File: src/rtl/fifo_wr_arbiter_if.sv
// fifo_wr_arbiter_if
// Groups the requester handshake and the FIFO write-port signals of the
// arbiter. The clock and reset stay as plain ports on the arbiter.
//   i_req            per-requester "word available" level
//   i_data           requester k data on [k*WORD_SIZE +: WORD_SIZE]
//   o_ack            one-hot pulse, word of requester k consumed this cycle
//   o_grant          one-hot current owner, zero when idle
//   o_fifo_we        FIFO write enable
//   o_fifo_data      FIFO write data
//   i_fifo_not_full  FIFO not-full flag
//   o_busy           high while a burst is in progress
// master: the arbiter side. slave: the requesters/FIFO side.
interface fifo_wr_arbiter_if #(
    parameter int NUM_REQ   = 4,
    parameter int WORD_SIZE = 8
);
    logic [NUM_REQ-1:0]           i_req;
    logic [NUM_REQ*WORD_SIZE-1:0] i_data;
    logic [NUM_REQ-1:0]           o_ack;
    logic [NUM_REQ-1:0]           o_grant;
    logic                         o_fifo_we;
    logic [WORD_SIZE-1:0]         o_fifo_data;
    logic                         i_fifo_not_full;
    logic                         o_busy;

    modport master (
        input  i_req, i_data, i_fifo_not_full,
        output o_ack, o_grant, o_fifo_we, o_fifo_data, o_busy
    );

    modport slave (
        output i_req, i_data, i_fifo_not_full,
        input  o_ack, o_grant, o_fifo_we, o_fifo_data, o_busy
    );
endinterface

File: src/rtl/fifo_wr_arbiter.sv
// fifo_wr_arbiter
// Round-robin arbiter that lets one of NUM_REQ requesters write a burst of up
// to MAX_BURST words into a shared FIFO write port.
// Ports:
//   i_clk    single clock, rising edge
//   i_reset  synchronous, active-high reset
//   bus      fifo_wr_arbiter_if master modport (requests, data, acks,
//            grant, FIFO write port, busy)
//
// state | meaning
// IDLE  | no owner; arbitrate among asserted requests this cycle
// BURST | owner holds the FIFO port; one word written per ready cycle
module fifo_wr_arbiter #(
    parameter int NUM_REQ   = 4,
    parameter int WORD_SIZE = 8,
    parameter int MAX_BURST = 4
) (
    input  logic              i_clk,
    input  logic              i_reset,
    fifo_wr_arbiter_if.master bus
);
    localparam int IDX_W = $clog2(NUM_REQ);
    localparam int CNT_W = $clog2(MAX_BURST) + 1;

    typedef enum logic {
        IDLE  = 1'b0,
        BURST = 1'b1
    } state_t;

    state_t             state_q, state_d;
    logic [IDX_W-1:0]   owner_q, owner_d;
    logic [IDX_W-1:0]   last_q, last_d;
    logic [CNT_W-1:0]   cnt_q, cnt_d;

    logic [NUM_REQ-1:0]   owner_oh;
    logic                 owner_req;
    logic [WORD_SIZE-1:0] owner_data;
    logic                 pick_found;
    logic [IDX_W-1:0]     pick_idx;
    logic                 busy;
    logic                 wr;

    always_ff @(posedge i_clk) begin
        if (i_reset) begin
            state_q <= IDLE;
            owner_q <= '0;
            last_q  <= IDX_W'(NUM_REQ - 1);
            cnt_q   <= '0;
        end else begin
            state_q <= state_d;
            owner_q <= owner_d;
            last_q  <= last_d;
            cnt_q   <= cnt_d;
        end
    end

    // Owner decode and data mux.
    always_comb begin
        owner_oh   = '0;
        owner_req  = 1'b0;
        owner_data = '0;
        for (int k = 0; k < NUM_REQ; k++) begin
            if (owner_q == IDX_W'(k)) begin
                owner_oh[k] = 1'b1;
                owner_req   = bus.i_req[k];
                owner_data  = bus.i_data[k*WORD_SIZE +: WORD_SIZE];
            end
        end
    end

    // Round-robin pick: scan from last_q+1 with wrap. Distances are walked
    // from far to near so the nearest asserted requester is written last.
    always_comb begin
        pick_found = 1'b0;
        pick_idx   = '0;
        for (int d = NUM_REQ; d >= 1; d--) begin
            for (int k = 0; k < NUM_REQ; k++) begin
                if (k == (int'(last_q) + d) % NUM_REQ && bus.i_req[k]) begin
                    pick_found = 1'b1;
                    pick_idx   = IDX_W'(k);
                end
            end
        end
    end

    assign busy = (state_q == BURST);
    // Reset gates the write so an aborted burst consumes nothing that cycle.
    assign wr   = busy && owner_req && bus.i_fifo_not_full && !i_reset;

    always_comb begin
        state_d = state_q;
        owner_d = owner_q;
        last_d  = last_q;
        cnt_d   = cnt_q;
        unique case (state_q)
            IDLE: begin
                if (pick_found) begin
                    state_d = BURST;
                    owner_d = pick_idx;
                    last_d  = pick_idx;
                    cnt_d   = '0;
                end
            end
            BURST: begin
                if (!owner_req) begin
                    state_d = IDLE;
                end else if (bus.i_fifo_not_full) begin
                    cnt_d = cnt_q + CNT_W'(1);
                    if (cnt_q == CNT_W'(MAX_BURST - 1)) begin
                        state_d = IDLE;
                    end
                end
            end
            default: state_d = IDLE;
        endcase
    end

    assign bus.o_busy      = busy;
    assign bus.o_grant     = busy ? owner_oh : '0;
    assign bus.o_ack       = wr ? owner_oh : '0;
    assign bus.o_fifo_we   = wr;
    assign bus.o_fifo_data = busy ? owner_data : '0;
endmodule

File: src/flat_wrapper.sv
// flat-port wrapper written by rule: the top's interface ports become plain ports
module fifo_wr_arbiter_flat 
#(
    parameter int NUM_REQ   = 4,
    parameter int WORD_SIZE = 8,
    parameter int MAX_BURST = 4
)
  (i_clk, i_reset, bus_i_req, bus_i_data, bus_i_fifo_not_full, bus_o_ack, bus_o_grant, bus_o_fifo_we, bus_o_fifo_data, bus_o_busy);
  fifo_wr_arbiter_if #(.NUM_REQ(NUM_REQ), .WORD_SIZE(WORD_SIZE)) bus_i ();
  input  logic i_clk;
  input  logic i_reset;
  input wire logic [$bits(bus_i.i_req)-1:0] bus_i_req;
  input wire logic [$bits(bus_i.i_data)-1:0] bus_i_data;
  input wire logic [$bits(bus_i.i_fifo_not_full)-1:0] bus_i_fifo_not_full;
  output wire logic [$bits(bus_i.o_ack)-1:0] bus_o_ack;
  output wire logic [$bits(bus_i.o_grant)-1:0] bus_o_grant;
  output wire logic [$bits(bus_i.o_fifo_we)-1:0] bus_o_fifo_we;
  output wire logic [$bits(bus_i.o_fifo_data)-1:0] bus_o_fifo_data;
  output wire logic [$bits(bus_i.o_busy)-1:0] bus_o_busy;
  assign bus_i.i_req = bus_i_req;
  assign bus_i.i_data = bus_i_data;
  assign bus_i.i_fifo_not_full = bus_i_fifo_not_full;
  assign bus_o_ack = bus_i.o_ack;
  assign bus_o_grant = bus_i.o_grant;
  assign bus_o_fifo_we = bus_i.o_fifo_we;
  assign bus_o_fifo_data = bus_i.o_fifo_data;
  assign bus_o_busy = bus_i.o_busy;
  fifo_wr_arbiter #(.NUM_REQ(NUM_REQ), .WORD_SIZE(WORD_SIZE), .MAX_BURST(MAX_BURST)) u_core (.i_clk(i_clk), .i_reset(i_reset), .bus(bus_i));
endmodule
File: config.mk
export PLATFORM = sky130hd
export DESIGN_NAME = fifo_wr_arbiter_flat
export DESIGN_NICKNAME = d
export VERILOG_FILES = /design/src/rtl/fifo_wr_arbiter_if.sv /design/src/rtl/fifo_wr_arbiter.sv /design/src/flat_wrapper.sv
export SDC_FILE = /design/constraint.sdc
export NUM_CORES = 1
export LEC_CHECK = 0
export ABC_AREA = 1
export CELL_PAD_IN_SITES_DETAIL_PLACEMENT = 2
export CELL_PAD_IN_SITES_GLOBAL_PLACEMENT = 2
export CORE_MARGIN = 1
export CORE_UTILIZATION = 16
export DETAILED_ROUTE_END_ITERATION = 6
export PLACE_DENSITY = 0.88
export SLEW_MARGIN = 20
export SYNTH_ARGS = -nofsm -noshare
export SYNTH_HDL_FRONTEND = slang
export SYNTH_SLANG_ARGS = --single-unit
File: constraint.sdc
create_clock -name i_clk -period 1.8 [get_ports i_clk]
set_input_delay 0.45 -clock i_clk [delete_from_list [all_inputs] [get_ports i_clk]]
set_output_delay 0.45 -clock i_clk [all_outputs]
set_load 0.05 [all_outputs]
== After elaboration in Yosys (flattened, before gate mapping) ==
Cells that the tools add are included.
Word-level totals
  logic and storage cells: 119
  register bits: 8
  memories: 0
  memory bits (read-only): 0
  memory bits (writable): 0
  bits in latches: 0
Cells by class
  eq/ne operators: 19
  add/subtract/negate cells: 5
  reductions and logical operators: 31
  order comparisons: 0
  divide/modulo/power cells: 0
  multiplexer cells: 55
  bitwise logic cells: 5
  multiply operators: 0
  shift operators: 0
Operators with widths (number)
  32-bit zero test: 4
  8-bit 2-to-1 mux: 5
  1-bit 2-to-1 mux: 29
  2-bit 2-to-1 mux: 14
  3-bit == test (first input constant): 8
  1-bit logical AND: 19
  2-bit by 3-bit == test with 1-bit output (first input constant): 4
  3-bit 2-to-1 mux: 3
  4-bit 2-to-1 mux: 2
  2-bit OR reduction: 4
  3-bit case mux with 2 select lines: 1
  2-bit by 1-bit adder with 2-bit output (second input constant): 2
  2-bit adder (second input constant): 2
  1-bit bitwise AND (first input constant): 4
  2-bit == test (second input constant): 2
  2-bit != test (second input constant): 2
  3-bit by 1-bit adder with 3-bit output (second input constant): 1
  3-bit by 2-bit == test with 1-bit output (second input constant): 1
  3-bit AND reduction: 1
  2-bit by 1-bit == test with 1-bit output (second input constant): 1
  2-bit zero test: 1
  2-bit by 1-bit != test with 1-bit output (second input constant): 1
  1-bit case mux with 2 select lines: 1
  2-bit AND reduction: 1
  other kinds (2): 2

== Logic depth before layout (Yosys ltp) ==
Gate-level depths: netlist of the first run.
  depth after elaboration: 23
  gate-level depth with buffers: 18

== Worst setup path before layout of the first run ==
No wires, ideal clock.
  path type: flip-flop to output port
  start: register u_core.state_q, in the netlist u_core.bus.o_busy
  end: output bus_o_fifo_data[0]
  cell stages (with the launch flop): 5
  arrival time: 2267 ps
  path slack: -917 ps
  data required time: 1350 ps
  cell sequence: dfxtp_1 -> inv_1 -> nor2_1 -> nand2_1 -> o31ai_1
Between the ends
  longest elaborated chain between the ends: 1
Ends and longest elaborated chain
  start, declared: line fifo_wr_arbiter.sv:30  | state_t state_q, state_d;
  start signal, assigned: line fifo_wr_arbiter.sv:50  | state_q <= state_d;
  8-bit 2-to-1 mux: line fifo_wr_arbiter.sv:122  | assign bus.o_fifo_data = busy ? owner_data : '0;
  end, declared: line flat_wrapper.sv:18  | output wire logic [$bits(bus_i.o_fifo_data)-1:0] bus_o_fifo_data;
No other way between the ends.

== Final worst setup path of the first run ==
  start: register u_core.owner_q[0]
  end: output bus_o_ack[0]
Between the ends
  longest elaborated chain between the ends: 9
  elaborated cells between the ends (all ways): 13
  those cells by class: 3 x eq/ne; 6 x mux; 4 x reduce/logical
Ends and longest elaborated chain
  start, declared: line fifo_wr_arbiter.sv:31  | logic [IDX_W-1:0] owner_q, owner_d;
  start signal, assigned: line fifo_wr_arbiter.sv:51  | owner_q <= owner_d;
  2-bit zero test: line fifo_wr_arbiter.sv:63  | if (owner_q == IDX_W'(k)) begin
  1-bit 2-to-1 mux (4 in a row): line fifo_wr_arbiter.sv:63
  1-bit logical AND (3 in a row): line fifo_wr_arbiter.sv:88  | assign wr = busy && owner_req && bus.i_fifo_not_full && !i_reset;
  4-bit 2-to-1 mux *: line fifo_wr_arbiter.sv:120  | assign bus.o_ack = wr ? owner_oh : '0;
  end, declared: line flat_wrapper.sv:15  | output wire logic [$bits(bus_i.o_ack)-1:0] bus_o_ack;
Every way passes the cells marked *; elsewhere a longest branch is shown, timed or not.

==> impl_metrics.sql, run 1 <==
INSERT INTO impl_metrics (metric_group, metric, value, unit) VALUES
('route', 'drtPass1Iterations', '4', ''),
('setup_path', 'reg2reg_setup_slack', '-40', 'ps'),
('place', 'gp_congestion', '0.8041', ''),
('sta', 'finalSetupViolations', '18', ''),
('setup_path', 'critical_path.startpoint_type', 'flop', ''),
('logic_synthesis', 'synth_area_per_cell', '5.950', 'um2'),
('worst_hold_path', 'hp-class', 'flop to flop', ''),
('grt', 'number_of_global_route_vias_before_repair', '1934', ''),
('sta', 'final-hold-violation-count', '0', ''),
('sta', 'tightestPinTransition', '409.7', 'ps'),
('finish', 'final_cell_area', '2569', 'um2'),
('sta', 'fin_skew', '2.363', 'ps'),
('setup_path', 'required', '1350', 'ps'),
('sta', 'timing_max_transition_violations_final', '0', ''),
('route', 'drt-wirelength-per-cell', '23.88', 'um'),
('die', 'die_h', '75.94', 'um'),
('logic_synthesis', 'yosysSeqAreaShare', '18.31', '%'),
('clocking', 'cts_tree', 'yes', ''),
('run_status', 'status', 'complete, but fails checks', ''),
('clocking', 'tritoncts.num_buffers', '3', ''),
('die', 'ios', '57', ''),
('logic_synthesis', 'ys_ff_latch', '8', ''),
('power_and_ir_drop', 'leakage', '1.070', 'nW'),
('grt', 'grt_pass1_wl', '10.85', 'mm'),
('die', 'fp-row-count', '26', ''),
('sta', 'maxSlewHeadroom', '72.66', '%'),
('logic_synthesis', 'synth_warn', '0', ''),
('setup_path', 'worstSetupPathType', 'flop to output pin', ''),
('place', 'pre_cts_slack', '-703.8', 'ps'),
('setup_path', 'highest_fanout_seen_on_the_critical_path', '5', ''),
('grt', 'gr-usage-all-layers', '25.52', '%'),
('finish', 'final_layout_size_suffix_gt1_share', '57.53', '%'),
('finish', 'layout_nets', '302', ''),
('finish', 'n_fill_cell', '542', ''),
('logic_synthesis', 'syn_area', '874.6', 'um2'),
('clocking', 'clk-insertion-delay-late', '240', 'ps'),
('sta', 'clock.fmax', '432.6', 'MHz'),
('logic_synthesis', 'postSynthCellCount', '147', ''),
('place', 'dpl_cell_area', '2133', 'um2'),
('place', 'portBuffers', '56', ''),
('finish', 'flow.area_growth_from_synthesis', '193.7', '%'),
('die', 'core-area', '5172', 'um2'),
('logic_synthesis', 'postSynthNetCount', '188', ''),
('route', 'initialDrtViolationCount', '54', ''),
('route', 'drtAntennaViolNets', '0', ''),
('route', 'wirelength', '7.879', 'mm'),
('power_and_ir_drop', 'p_per_area', '1699', 'nW/um2'),
('sta', 'grt_setup_unrepaired', 'yes', ''),
('die', 'die_width', '75.94', 'um'),
('place', 'dpl.hpwl', '4.675', 'mm'),
('sta', 'finalHoldWorstSlack', '500.4', 'ps'),
('grt', 'global_route.overflow_total', '0', ''),
('grt', 'grt_max_degree', '11', ''),
('sta', 'summed_negative_setup_slack_over_all_endpoints', '-6360', 'ps'),
('job', 'timing.max_cap.violations', '0', ''),
('clocking', 'clkSinkCount', '8', ''),
('power_and_ir_drop', 'post-layout-total-power', '4.364', 'mW'),
('die', 'starting_density_of_the_core', '16.91', '%'),
('grt', 'antenna_violations_before_repair', '1', ''),
('clocking', 'cell_at_the_root_of_the_clock_tree', 'sky130_fd_sc_hd__clkbuf_8', ''),
('clocking', 'cts_buffer_depth', '2', ''),
('sta', 'final.setup.worst_slack', '-511.6', 'ps'),
('logic_synthesis', 'ys_types', '24', ''),
('clocking', 'worst_setup_hold_path_clk_slew', '50', 'ps'),
('clocking', 'cts_max_level', '1', ''),
('sta', 'post-route-period-util', '128.4', '%'),
('sta', 'post-route-min-period', '2312', 'ps'),
('route', 'vias', '1587', ''),
('route', 'post_drt_via_cell_ratio', '4.809', ''),
('power_and_ir_drop', 'worst_ir_drop_vdd', '871.3', 'uV'),
('run_status', 'failed_checks', 'setup timing', ''),
('setup_path', 'endpoint_kind', 'output pin', ''),
('setup_path', 'worstPathArrival', '1860', 'ps'),
('die', 'floorplan.die_area', '5766', 'um2'),
('route', 'remaining_drc_errors', '0', '');
## metrics by stage
stage	utilization (%)	cells
floorplan	-	147
global placement	41.24	310
detailed placement	41.24	310
CTS	46.93	325
global route	49.66	330
finish	49.66	330
## final cells by class
cell class | instances | area (um2) | area share (%)
tap | 70 | 87.58 | 3.410
multi-input combinational | 121 | 947.2 | 36.87
timing repair buffer | 111 | 1229 | 47.83
inverter | 16 | 85.08 | 3.312
clock buffer | 3 | 41.29 | 1.607
sequential | 8 | 176.4 | 6.868
antenna | 1 | 2.502 | 0.09742
## worst max-delay path, cell delays in order (launching register included)
cell and delay (ps):
sky130_fd_sc_hd__dfxtp_4 370, sky130_fd_sc_hd__nor2_4 150, sky130_fd_sc_hd__nand2_2 70, sky130_fd_sc_hd__nand3_2 80, sky130_fd_sc_hd__o211ai_1 160, sky130_fd_sc_hd__nor2_2 190, sky130_fd_sc_hd__inv_2 80, sky130_fd_sc_hd__nor2_4 130
sky130_fd_sc_hd__inv_4 90, sky130_fd_sc_hd__nor2_4 130, sky130_fd_sc_hd__buf_12 150
## registers in the layout, summed over array words and instances, names as in the netlist
name,flops
u_core.last_q,2
u_core.owner_q,2
u_core.cnt_q,3
u_core.bus.o_busy,1
## synthesized netlist by cell type
master                     count  area, um2
sky130_fd_sc_hd__nor2_1       26      97.59
sky130_fd_sc_hd__o21ai_1       1      5.000
sky130_fd_sc_hd__ha_1          2      25.02
sky130_fd_sc_hd__o31ai_1       7      52.55
sky130_fd_sc_hd__nand3_1      12      60.06
sky130_fd_sc_hd__a221oi_1      4      35.03
sky130_fd_sc_hd__o21ai_0       4      20.02
sky130_fd_sc_hd__nand2_2       2      12.51
sky130_fd_sc_hd__a21oi_2       1      8.760
sky130_fd_sc_hd__nand3_2       2      20.02
sky130_fd_sc_hd__o32ai_2       1      16.27
sky130_fd_sc_hd__nor2_4        3      33.78
sky130_fd_sc_hd__nand4_1       1      6.260
sky130_fd_sc_hd__o22ai_1       3      18.77
sky130_fd_sc_hd__clkinv_1      1      3.750
sky130_fd_sc_hd__o21ai_2       1      8.760
sky130_fd_sc_hd__inv_4         1      6.260
sky130_fd_sc_hd__o211ai_1      3      22.52
sky130_fd_sc_hd__buf_6         2      22.52
sky130_fd_sc_hd__dfxtp_1       8      160.2
sky130_fd_sc_hd__a21oi_1       5      25.02
sky130_fd_sc_hd__nand2_1      43      161.4
sky130_fd_sc_hd__inv_2         5      18.77
sky130_fd_sc_hd__inv_1         9      33.78
## power breakdown
group	leakage [nW]	internal [mW]	switching, mW
Clock	0.0216	0.146	0.0834
Sequential	0.0676	0.263	0.119
Combinational	0.981	1.67	2.08
Total	1.07	2.08	2.28
## routing by layer
metal | vias to the layer above | share of wire (%) | GRT usage (%) | wire length, um
met5 | - | 0 | 0 | 0
met4 | 0 | 6.1 | 20.96 | 478
met3 | 27 | 2.3 | 4.337 | 182
met2 | 45 | 57 | 51.00 | 4481
met1 | 791 | 35 | 21.71 | 2737
li1 | 724 | - | - | -
## worst paths after layout
kind / start / to / cells past startpoint
setup reg to reg: u_core.last_q[0] / u_core.cnt_q[2] / 9
hold / removal: u_core.cnt_q[1] / u_core.cnt_q[1] / 2
hold reg to reg: u_core.cnt_q[1] / u_core.cnt_q[1] / 2
setup / recovery: u_core.owner_q[0] / bus_o_ack[0] / 10
## cells by family after synthesis
logic type | share of synthesized area [%]
AND/OR/NAND/NOR | 44.78
AO/OA/AOI/OAI | 24.32
buffers and inverters | 9.728
flip-flops | 18.31
adder cells (fa/ha/maj) | 2.861
## cell usage in the layout (no fill, tap or decap), drive strengths merged
cell           count
clkdlybuf4s50     34
diode              1
o31ai              7
nor2              29
o211ai             3
o32ai              1
clkbuf             6
a21oi              6
clkdlybuf4s15      1
o22ai              3
a221oi             4
o21ai              6
nand3             14
nand2             45
inv               15
clkinv             1
buf               73
ha                 2
nand4              1
dfxtp              8
## timing repair
item / 4_1_cts / 5_1_grt
hold buffers: 0 / 0
buffers inserted: 13 / 5
cloned: 0 / 0
pin swaps: 16 / 14
gates resized for setup: 37 / 40
setup endpoints to repair: 25 / 24
(Power assumes the default switching activity.)
==> run 2, diff against run 1 <==
--- a/config.mk
+++ b/config.mk
@@ -9,10 +9,10 @@
 export CELL_PAD_IN_SITES_DETAIL_PLACEMENT = 2
 export CELL_PAD_IN_SITES_GLOBAL_PLACEMENT = 2
 export CORE_MARGIN = 1
-export CORE_UTILIZATION = 16
+export CORE_UTILIZATION = 18
 export DETAILED_ROUTE_END_ITERATION = 6
-export PLACE_DENSITY = 0.88
-export SLEW_MARGIN = 20
+export PLACE_DENSITY = 0.95
+export SLEW_MARGIN = 40
 export SYNTH_ARGS = -nofsm -noshare
 export SYNTH_HDL_FRONTEND = slang
 export SYNTH_SLANG_ARGS = --single-unit
==> constraint.sdc (replaced) <==
create_clock -name i_clk -period 3 [get_ports i_clk]
set_input_delay 0.75 -clock i_clk [delete_from_list [all_inputs] [get_ports i_clk]]
set_output_delay 0.75 -clock i_clk [all_outputs]
set_load 0.05 [all_outputs]
==> run 2 against run 1 <==
Effect of this change:
- the flow now finishes without violations
- register-to-register slack improved by 1000 ps
- die area shrank 11%
- worst hold slack got worse by 12 ps
- clock skew is essentially flat
- critical path type unchanged
==> impl_metrics.sql, run 2 (synthesis results as in run 1) <==
INSERT INTO impl_metrics (metric_group, metric, value, unit) VALUES
('die', 'die_width', '71.71', 'um'),
('sta', 'maxSlewHeadroom', '61.84', '%'),
('route', 'vias', '1309', ''),
('setup_path', 'worstSetupPathType', 'flop to output pin', ''),
('job', 'timing.max_cap.violations', '0', ''),
('place', 'portBuffers', '56', ''),
('sta', 'grt_setup_unrepaired', 'no', ''),
('grt', 'antenna_violations_before_repair', '0', ''),
('finish', 'layout_nets', '258', ''),
('route', 'drt-wirelength-per-cell', '18.78', 'um'),
('sta', 'timing_max_transition_violations_final', '0', ''),
('setup_path', 'highest_fanout_seen_on_the_critical_path', '7', ''),
('setup_path', 'crit_buf_inv', '2', ''),
('finish', 'final_cells', '267', ''),
('die', 'starting_density_of_the_core', '19.42', '%'),
('power_and_ir_drop', 'worst_ir_drop_vdd', '327.1', 'uV'),
('clocking', 'cts_buffer_depth', '2', ''),
('setup_path', 'worstPathArrival', '2140', 'ps'),
('finish', 'final_layout_size_suffix_gt1_share', '24.65', '%'),
('place', 'dpl.hpwl', '4.143', 'mm'),
('place', 'dpl_cell_area', '1683', 'um2'),
('grt', 'grt_max_degree', '12', ''),
('setup_path', 'r2r-start', 'u_core.last_q[0]', ''),
('setup_path', 'crit_path_cell_trace', 'nor2_1 > inv_1 > nor2_1 > clkdlybuf4s50_1', ''),
('setup_path', 'worst_setup_path_startpoint', 'u_core.owner_q[0]', ''),
('sta', 'fin_skew', '2.178', 'ps'),
('setup_path', 'required', '2250', 'ps'),
('clocking', 'worst_setup_hold_path_clk_slew', '40', 'ps'),
('setup_path', 'r2r-end', 'u_core.last_q[1]', ''),
('setup_path', 'critPathMostFrequentCell', 'sky130_fd_sc_hd__nor2_1', ''),
('sta', 'clock.fmax', '346.1', 'MHz'),
('place', 'gp_congestion', '0.8110', ''),
('clocking', 'clk-insertion-delay-late', '230', 'ps'),
('setup_path', 'endpoint_kind', 'output pin', ''),
('die', 'die_h', '71.71', 'um'),
('finish', 'layout_top_registers', 'u_core.cnt_q: 3 flops, u_core.last_q: 2 flops, u_core.owner_q: 2 flops', ''),
('route', 'remaining_drc_errors', '0', ''),
('run_status', 'status', 'finished, final reports clean', ''),
('worst_hold_path', 'hp-class', 'flop to flop', ''),
('route', 'wirelength', '5.015', 'mm'),
('finish', 'commonest_non_fill_non_tap_cell_in_the_layout', 'sky130_fd_sc_hd__nand2_1', ''),
('grt', 'global_route.overflow_total', '0', ''),
('finish', 'antennaDiodeCount', '0', ''),
('route', 'initialDrtViolationCount', '24', ''),
('setup_path', 'r2r_cells', '9', ''),
('clocking', 'cts_max_level', '1', ''),
('setup_path', 'timing.critical_path.slowest_stage_cell', 'sky130_fd_sc_hd__clkdlybuf4s50_1', ''),
('setup_path', 'critical_path.startpoint_type', 'flop', ''),
('finish', 'flow.area_growth_from_synthesis', '102.4', '%'),
('worst_hold_path', 'hp-start', 'u_core.cnt_q[0]', ''),
('sta', 'final-hold-violation-count', '0', ''),
('clocking', 'clkSinkCount', '8', ''),
('die', 'ios', '57', ''),
('power_and_ir_drop', 'leakage', '0.7526', 'nW'),
('place', 'numPlacedInstances', '263', ''),
('route', 'drtPass1Iterations', '4', ''),
('finish', 'largest_register_by_flop_count', 'u_core.cnt_q', ''),
('sta', 'post-route-period-util', '96.31', '%'),
('worst_hold_path', 'timing.hold.worst_endpoint', 'u_core.cnt_q[0]', ''),
('die', 'floorplan.die_area', '5142', 'um2'),
('route', 'post_drt_via_cell_ratio', '4.903', ''),
('setup_path', 'cpLargestDelayFamily', 'buffers and inverters', ''),
('clocking', 'tritoncts.num_buffers', '3', ''),
('clocking', 'cell_at_the_root_of_the_clock_tree', 'sky130_fd_sc_hd__clkbuf_8', ''),
('grt', 'gr-usage-all-layers', '20.52', '%'),
('sta', 'post-route-min-period', '2889', 'ps'),
('sta', 'tightestPinTransition', '571.6', 'ps'),
('die', 'core-area', '4504', 'um2'),
('grt', 'number_of_global_route_vias_before_repair', '1506', ''),
('setup_path', 'reg2reg_setup_slack', '960', 'ps'),
('die', 'fp-row-count', '24', ''),
('setup_path', 'biggest_cell_delay_along_the_critical_path', '830', 'ps'),
('sta', 'finalSetupViolations', '0', ''),
('power_and_ir_drop', 'p_per_area', '935.8', 'nW/um2'),
('clocking', 'cts_tree', 'yes', ''),
('finish', 'largest_register_ff_count', '3', ''),
('finish', 'layout.cells.most_common_list', 'sky130_fd_sc_hd__nand2_1 (42), sky130_fd_sc_hd__clkdlybuf4s50_1 (38), sky130_fd_sc_hd__nor2_1 (20)', ''),
('route', 'drtAntennaViolNets', '0', ''),
('worst_hold_path', 'holdPathStages', '1', ''),
('finish', 'final_cell_area', '1770', 'um2'),
('grt', 'grt_pass1_wl', '7.962', 'mm');
run 2: cell count changes in the layout (fill, tap and decap cells not counted), moves of 8 or more:
| cell | change |
|---|---|
| sky130_fd_sc_hd__nand2_2 | -10 |
| sky130_fd_sc_hd__buf_4 | -27 |
| sky130_fd_sc_hd__buf_6 | -12 |
| sky130_fd_sc_hd__nand2_1 | +11 |
| sky130_fd_sc_hd__buf_12 | -8 |
run 2: cell type report:
type | instances | area, um2
inverters | 16 | 65.06
multi-input cells | 121 | 671.9
fillers | 535 | 2734
flip-flops and latches | 8 | 161.4
well taps | 52 | 65.06
repair buffers | 67 | 765.7
clock buffers | 3 | 41.29
run 2: how the worst max path moves through the flow:
stage | end | slack, ps | cells after the start
3_5_place_dp | bus_o_ack[0] | -180 | 10
6_report | bus_o_grant[0] | 110 | 4
2_1_floorplan | bus_o_ack[0] | -30 | 8
3_3_place_gp | bus_o_ack[1] | 3 | 10
5_1_grt | bus_o_ack[0] | 10 | 10
4_1_cts | bus_o_ack[0] | 100 | 11
run 2: worst register-to-register path, stage by stage, from the launching register on:
cell                       delay, ps
sky130_fd_sc_hd__dfxtp_1         670
sky130_fd_sc_hd__inv_4            90
sky130_fd_sc_hd__nand3_1         140
sky130_fd_sc_hd__nand2_1         100
sky130_fd_sc_hd__nor2_1          130
sky130_fd_sc_hd__nand2_1          90
sky130_fd_sc_hd__o21ai_2         300
sky130_fd_sc_hd__inv_2           110
sky130_fd_sc_hd__o21ai_1         150
sky130_fd_sc_hd__o211ai_1        130
run 2: power by group:
group	total [mW]	switching [mW]	internal (mW)
clock network	0.132	0.0450	0.0872
logic	1.29	0.805	0.486
registers	0.233	0.0909	0.142
total	1.66	0.941	0.716
run 2: stage by stage:
step | setup slack (ps) | TNS [ps] | power, mW | utilization [%] | hold slack (ps)
2_1_floorplan | -32.31 | -129.2 | 0.9397 | - | 432.1
3_3_place_gp | 3.115 | 0 | 1.420 | 37.36 | 454.1
3_5_place_dp | -175.2 | -602.5 | 1.486 | 37.36 | 469.4
4_1_cts | 95.40 | 0 | 1.662 | 39.22 | 494.4
5_1_grt | 9.775 | 0 | 1.771 | 39.31 | 510.7
6_report | 110.7 | 0 | 1.657 | 39.31 | 488.9
run 2: routing by layer:
layer / wire [um] / up-vias / GRT usage (%)
met5: 0 / - / 0
met4: 65 / 0 / 4.357
met2: 2812 / 32 / 39.52
met1: 2023 / 641 / 24.11
li1: - / 632 / -
met3: 113 / 4 / 2.391
run 2: what timing repair did:
item	CTS	global route
hold buffers	0	0
endpoints found under the setup margin	5	9
pin swaps	5	0
resized for setup	16	2
setup buffers	1	0
